[src/rtl/ab_seq_tx.sv]
// ab_seq_tx: buffers up to DEPTH two-bit (a,b) symbols and replays them
// one per clock, one-shot or looping, with abort.
module ab_seq_tx #(
    parameter int DEPTH = 8,
    localparam int CW = $clog2(DEPTH + 1)
) (
    input  logic          rst,
    input  logic          clk,
    input  logic          wr_en,
    input  logic [1:0]    wr_sym,
    input  logic          clear,
    input  logic          start,
    input  logic          loop,
    input  logic          stop,
    output logic          a,
    output logic          b,
    output logic          valid,
    output logic          busy,
    output logic          done,
    output logic          full,
    output logic [CW-1:0] count
);

    localparam int PW = (DEPTH > 1) ? $clog2(DEPTH) : 1;

    typedef enum logic [1:0] {
        IDLE = 2'd0,
        SEND = 2'd1,
        DONE = 2'd2
    } state_t;

    state_t          state_q, state_d;
    logic [PW-1:0]   rd_ptr_q, rd_ptr_d;
    logic [CW-1:0]   count_q, count_d;
    logic            a_q, a_d;
    logic            b_q, b_d;
    logic            valid_q, valid_d;
    logic            busy_q, busy_d;
    logic            done_q, done_d;
    logic            full_q, full_d;
    logic [1:0]      mem_q [DEPTH];
    logic            mem_we;
    logic [PW-1:0]   mem_widx;
    logic            at_last;
    logic [PW-1:0]   rd_next;

    assign at_last = (CW'(rd_ptr_q) == (count_q - CW'(1)));
    assign rd_next = rd_ptr_q + PW'(1);

    // Next-state, buffer bookkeeping and registered output values.
    always_comb begin
        state_d  = state_q;
        rd_ptr_d = rd_ptr_q;
        count_d  = count_q;
        a_d      = 1'b0;
        b_d      = 1'b0;
        valid_d  = 1'b0;
        busy_d   = 1'b0;
        done_d   = 1'b0;
        mem_we   = 1'b0;
        mem_widx = PW'(count_q);
        unique case (state_q)
            IDLE: begin
                if (clear) begin
                    count_d = '0;
                end else if (start && count_q != '0) begin
                    state_d    = SEND;
                    rd_ptr_d   = '0;
                    {a_d, b_d} = mem_q[0];
                    valid_d    = 1'b1;
                    busy_d     = 1'b1;
                end else if (wr_en && !full_q) begin
                    mem_we  = 1'b1;
                    count_d = count_q + CW'(1);
                end
            end
            SEND: begin
                if (stop) begin
                    state_d  = IDLE;
                    rd_ptr_d = '0;
                end else if (at_last && !loop) begin
                    state_d  = DONE;
                    rd_ptr_d = '0;
                    done_d   = 1'b1;
                end else if (at_last) begin
                    rd_ptr_d   = '0;
                    {a_d, b_d} = mem_q[0];
                    valid_d    = 1'b1;
                    busy_d     = 1'b1;
                end else begin
                    rd_ptr_d   = rd_next;
                    {a_d, b_d} = mem_q[rd_next];
                    valid_d    = 1'b1;
                    busy_d     = 1'b1;
                end
            end
            DONE: begin
                state_d = IDLE;
            end
            default: begin
                state_d  = IDLE;
                rd_ptr_d = '0;
            end
        endcase
        full_d = (count_d == CW'(DEPTH));
    end

    // Control state and output registers with synchronous reset.
    always_ff @(posedge clk) begin
        if (rst) begin
            state_q  <= IDLE;
            rd_ptr_q <= '0;
            count_q  <= '0;
            a_q      <= 1'b0;
            b_q      <= 1'b0;
            valid_q  <= 1'b0;
            busy_q   <= 1'b0;
            done_q   <= 1'b0;
            full_q   <= 1'b0;
        end else begin
            state_q  <= state_d;
            rd_ptr_q <= rd_ptr_d;
            count_q  <= count_d;
            a_q      <= a_d;
            b_q      <= b_d;
            valid_q  <= valid_d;
            busy_q   <= busy_d;
            done_q   <= done_d;
            full_q   <= full_d;
        end
    end

    // Symbol storage survives reset; only count decides what is live.
    always_ff @(posedge clk) begin
        if (!rst && mem_we) begin
            mem_q[mem_widx] <= wr_sym;
        end
    end

    assign a     = a_q;
    assign b     = b_q;
    assign valid = valid_q;
    assign busy  = busy_q;
    assign done  = done_q;
    assign full  = full_q;
    assign count = count_q;

endmodule
[config.mk]
export PLATFORM = sky130hd
export DESIGN_NAME = ab_seq_tx
export DESIGN_NICKNAME = d
export VERILOG_FILES = /design/src/rtl/ab_seq_tx.sv
export SDC_FILE = /design/constraint.sdc
export NUM_CORES = 1
export LEC_CHECK = 0
export CAP_MARGIN = 40
export CORE_MARGIN = 5
export CORE_UTILIZATION = 53
export CTS_CLUSTER_SIZE = 10
export DETAILED_ROUTE_END_ITERATION = 10
export HOLD_SLACK_MARGIN = 0.08
export PLACE_DENSITY = 0.8
export SYNTH_ARGS = -nofsm -noshare
export SYNTH_HDL_FRONTEND = slang
export SYNTH_SLANG_ARGS = --single-unit
[constraint.sdc]
create_clock -name clk -period 2.7 [get_ports clk]
set_clock_uncertainty 0.1 [all_clocks]
set_input_delay 0.81 -clock clk [delete_from_list [all_inputs] [get_ports clk]]
set_output_delay 0.81 -clock clk [all_outputs]
set_load 0.02 [all_outputs]
# Word-level counts from Yosys, hierarchy flattened
# Memory sizes are Yosys's and may differ from the RTL's.
# Cells that the tools add are included.
totals:
  reg_bits: 14
  mem_bits_rw: 16
  in_bits: 9
  output_inout_bits: 10
  memories: 1
classes:
  addsub: 3
  n_eq_ne: 7
  muxes: 39
  bitwise: 2
  n_reduce_logical: 12
mem_list:
  columns: ["name", "depth", "width", "read_ports", "rd_clocked_by_memory_dff", "wr", "line_no", "rtl"]
  rows:
  - ["mem_q", 8, 2, 2, 0, 1, "41", "logic [1:0] mem_q [DEPTH];"]
op_table:
  columns: ["operator", "count"]
  rows:
  - ["2-to-1 mux 1 bit", 21]
  - ["2-to-1 mux 4 bit", 4]
  - ["2-to-1 mux 3 bit", 5]
  - ["one-hot mux 3 bit (3 select lines)", 1]
  - ["2-to-1 mux 2 bit", 4]
  - ["one-hot mux 1 bit (2 select lines)", 3]
  - ["AND reduction 3 bit", 2]
  - ["adder 4 x 1 -> 4 bit, second input constant", 1]
  - ["equality test 3 x 4 -> 1 bit", 1]
  - ["equality test 4 bit, second input constant", 1]
  - ["logical AND 1 bit", 4]
  - ["inequality test 2 bit, second input constant", 2]
  - ["one-hot mux 2 bit (2 select lines)", 1]
  - ["nonzero test 4 bit", 1]
  - ["subtractor 4 x 1 -> 4 bit, second input constant", 1]
  - ["adder 3 x 1 -> 3 bit, second input constant", 1]
  - ["zero test 1 bit", 3]
  - ["inequality test 3 bit, second input constant", 1]
  - ["OR reduction 3 bit", 1]
  - ["equality test 2 x 1 -> 1 bit, second input constant", 1]
  - ["equality test 2 bit, second input constant", 1]
  - ["zero test 2 bit", 1]
  - ["NOT 1 bit", 2]

# Longest topological paths before layout
# Gate-level depths: netlist (run 1).
depth:
  ltp_word: 9
  mapped_depth: 8
  ltp_nobuf: 7

# Worst setup path before layout (run 1)
# OpenSTA, ideal clock, no wires.
synth_timing:
  kind: "reg2reg"
  startpoint: "register count_q[0] (netlist: count[0])"
  endpoint: "memory mem_q[0][0] (enable)"
  setup_time_ns: 0.329
  arrival_ns: 1.979
  t_required_ns: 2.271
  setup_slack_ns: 0.292
  path_stages_with_launch: 8
  n_path_buf: 1
  cell_sequence: "dfxtp_1 clkbuf_8 inv_1 ha_1 or3b_2 a21oi_4 nand3_1 nor3_1"
synth_via:
  elab_chain_cells: 8
synth_lines:
  columns: ["item", "line_no", "rtl"]
  rows:
  - ["start: declaration", "34", "logic [CW-1:0] count_q, count_d;"]
  - ["start signal: assignment", "123", "count_q <= count_d;"]
  - ["nonzero test 4 bit", "66", "end else if (start && count_q != '0) begin"]
  - ["logical AND 1 bit", "66", null]
  - ["2-to-1 mux 1 bit", "66", null]
  - ["2-to-1 mux 1 bit", "64", "if (clear) begin"]
  - ["2-to-1 mux 1 bit", "62", "unique case (state_q)"]
  - ["logical AND 1 bit", "135", "if (!rst && mem_we) begin"]
  - ["2-to-1 mux 1 bit", "135", null]
  - ["2-to-1 mux 1 bit (implied by the code)", "136", "mem_q[mem_widx] <= wr_sym;"]
  - ["end: declaration", "41", null]
# Several ways; a longest one is shown, not always the timed one.

# Worst setup path in the final report (run 1)
layout_timing:
  startpoint: "register count_q[1] (netlist: count[1])"
  endpoint: "output count[1]"
layout_lines:
  columns: ["item", "line_no", "rtl"]
  rows:
  - ["end: declaration", "21", "output logic [CW-1:0] count"]
# No word-level cell between the ends.

==> run summary, run 1 <==
status - finished clean
number of setup violations in the final report - 0
count of instances resized after the clock tree is built - 0
max-slew violation count - 0
number of antenna violations at the first check in global routing - 0
Slew Limit Headroom - 69.1%
power density of the placed cells - 482 mW/mm²
count of mapped cells out of synthesis - 123
hold buffers post-CTS - 0
async set or reset register ratio after synthesis - 0%
count of input and output buffers - 18
remaining antenna violation count - 0
maximum level of the CTS H-tree - 2
crit path DAT - 1560 ps
net total in the final layout - 159
post-synth net total - 135
maximum fanout count along the critical path - 10
delay contributed by the slowest stage of the critical path - 680 ps
number of cell rows - 18
sequential share of the synthesized area - 53.1%
TritonCTS clock tree - built
cells traversed along the worst timing path - clkdlybuf4s50_1
most frequently used cell type in the post-synthesis netlist - nor2_1
reported max-cap violation count - 0
required time reported for the critical path endpoint - 1790 ps
routed length per instance - 15.8 µm
cell area after technology mapping - 0.00143 mm²
count of flip-flops with a built-in enable after synthesis - 16
Min-Delay Path Class - reg2reg
first-pass GRT wire length - 4.59 mm
number of optimization iterations in the first detailed-route pass - 4
worst hold slack - 404 ps
part of the power in registers - 60.0%
count of unique library cells instantiated by Yosys - 40
I/O Pins - 19
Post CTS Setup Buffer Count - 0
fin crit share - 91.4%
library cell contributing the largest single delay on the critical path - clkdlybuf4s50_1
post-CTS clock slew at the launch and capture registers of the worst setup and hold paths - 90 ps
Post-Syn Area per Cell - 11.6 µm²
DRC marker count from the first detailed-route iteration - 52
setup repair after global routing missed its margin - false
DRC violation count after routing - 0
total track usage - 17.1%
cell type group with the largest total delay on the critical path - buffers and inverters
pin count of the biggest net entering global routing - 13
most used standard cells in the synthesized netlist - nor2_1 (18), edfxtp_1 (16), dfxtp_1 (14)
Longest Clk Path Bufs - 2
number of global-route vias before repair - 991
Final HPWL DP - 2.16 mm
switching component of the power - 0.187 mW
highest ir drop seen on vdd - 403 µV
Area growth syn-to-layout - 17.6%
switching portion of total power - 23.1%
die width - 62.0 µm
min Tclk post-route - 2470 ps
nature of the critical path endpoint - output port
CTS Root Cell - clkbuf_4
grt total ovfl - 0
Routability Congestion - 0.861
total of flip-flops plus latches after synthesis - 30
Fin. Hold Viols - 0
achievable clock frequency - 0.405 GHz
Final Core Density - 66.8%
critical path class - reg2out
fraction of synthesized cell area taken by the top area cell type - 33.5%
dominant synthesized flop cell - edfxtp_1
TritonCTS Buffers - 5
initial cell density of the core - 56.8%
largest cells by area after synthesis - edfxtp_1 (34%), dfxtp_1 (20%), mux4_2 (6.3%)
leakage power total - 0.573 nW
total number of vias - 1060
vias per cell - 5.96
clock insertion delay at the later pin of the skew report - 320 ps
actual slew at the worst max-slew pin - 460 ps
startpoint types - register
largest area contributor in the synthesized netlist - edfxtp_1
combinational power share - 9.4%
Die Area - 0.00384 mm²
Antenna Cells - 0
die height - 62.0 µm
Total Negative Setup Slacks - 0 ps
number of sinks driven by the clock tree - 30
share of final-layout standard cells stronger than drive strength 1 - 13.5%
part of the power in the clock network - 30.6%
buffering stage count on the worst path with inverters included - 1
area of the placeable core - 0.00252 mm²
internal cell power - 0.624 mW
synth warn - 0
total detailed-routing wirelength - 2.81 mm
-- sequential cells by signal (all words and copies together), names as in the netlist --
signal	cells
a	1
b	1
busy	1
count	4
done	1
full	1
mem_q	16
rd_ptr_q	3
state_q	2
-- logic make-up (layout without fill, tap and decap cells) --
logic type	count (synthesis)	count (layout)	synth area share, %
AND/OR/NAND/NOR	52	52	20.0
flip-flops	30	30	53.1
AO/OA/AOI/OAI	16	16	8.47
buffers and inverters	10	35	4.45
XOR/XNOR	6	6	3.67
multiplexers	6	6	7.69
adder cells (fa/ha/maj)	3	3	2.62
-- path summary, 6_finish.rpt --
check             slack [ps]           to         from  cells past startpoint
setup / recovery         230     count[1]     count[1]                      1
hold / removal           400            b  mem_q[0][0]                      1
setup reg to reg         280  mem_q[0][0]     count[1]                      6
hold reg to reg          400            b  mem_q[0][0]                      1
-- routing by layer --
layer  vias to the layer above  global-route usage, %  part of all wire [%]
met5                         -                      0                     0
met4                         0                   8.79                   3.0
met3                        10                   6.82                   8.1
met2                        50                   25.9                    47
met1                       499                   21.1                    42
li1                        501                      -                     -
-- cells in the final DEF, fill, tap and decap left out, types with 3 or more instances in the layout --
master           Yosys  routed
inv_1                5       5
mux4_2               4       4
clkbuf_4             0       5
a21oi_1              3       3
edfxtp_1            16      16
clkdlybuf4s50_1      0      18
nand2b_1             3       3
buf_4                1       4
dfxtp_1             14      14
ha_1                 3       3
nor2_1              18      18
nand2_1              7       7
nor3_1              10      10
xnor2_1              4       4
clkbuf_1             0       3
-- stage by stage --
stage / instances / instance area [µm²] / total power, mW / setup WS (ps)
6_report: 178 / 1680 / 0.811 / 231
5_1_grt: 178 / 1680 / 0.844 / 148
4_1_cts: 178 / 1680 / 0.816 / 230
3_5_place_dp: 170 / 1640 / 0.573 / -87.1
3_3_place_gp: 170 / 1640 / 0.570 / -3.23
2_1_floorplan: 123 / 1430 / 0.539 / 292
-- area by class of cell --
type | count | area (µm²)
sequential | 30 | 761
fill | 189 | 838
timing repair buffer | 22 | 210
inverter | 5 | 18.8
multi-input combinational | 83 | 608
clock buffer | 8 | 48.8
tap | 30 | 37.5
-- power groups by stage --
| stage | combinational, mW | sequential [mW] | clock [mW] |
|---|---|---|---|
| floorplan | 0.0405 | 0.498 | 0 |
| global placement | 0.0731 | 0.497 | 0 |
| detailed placement | 0.0759 | 0.497 | 0 |
| CTS | 0.0763 | 0.486 | 0.253 |
| global route | 0.0824 | 0.487 | 0.274 |
| finish | 0.0766 | 0.487 | 0.248 |
Power figures use the tool's default switching activity.
==> inputs of run 2 (changes only) <==
--- a/config.mk
+++ b/config.mk
@@ -5,7 +5,7 @@
 export SDC_FILE = /design/constraint.sdc
 export NUM_CORES = 1
 export LEC_CHECK = 0
-export CAP_MARGIN = 40
+export CAP_MARGIN = 20
 export CORE_MARGIN = 5
 export CORE_UTILIZATION = 53
 export CTS_CLUSTER_SIZE = 10
==> results of run 2 <==
The final DEF is identical to that of run 1; final timing and power are the same.
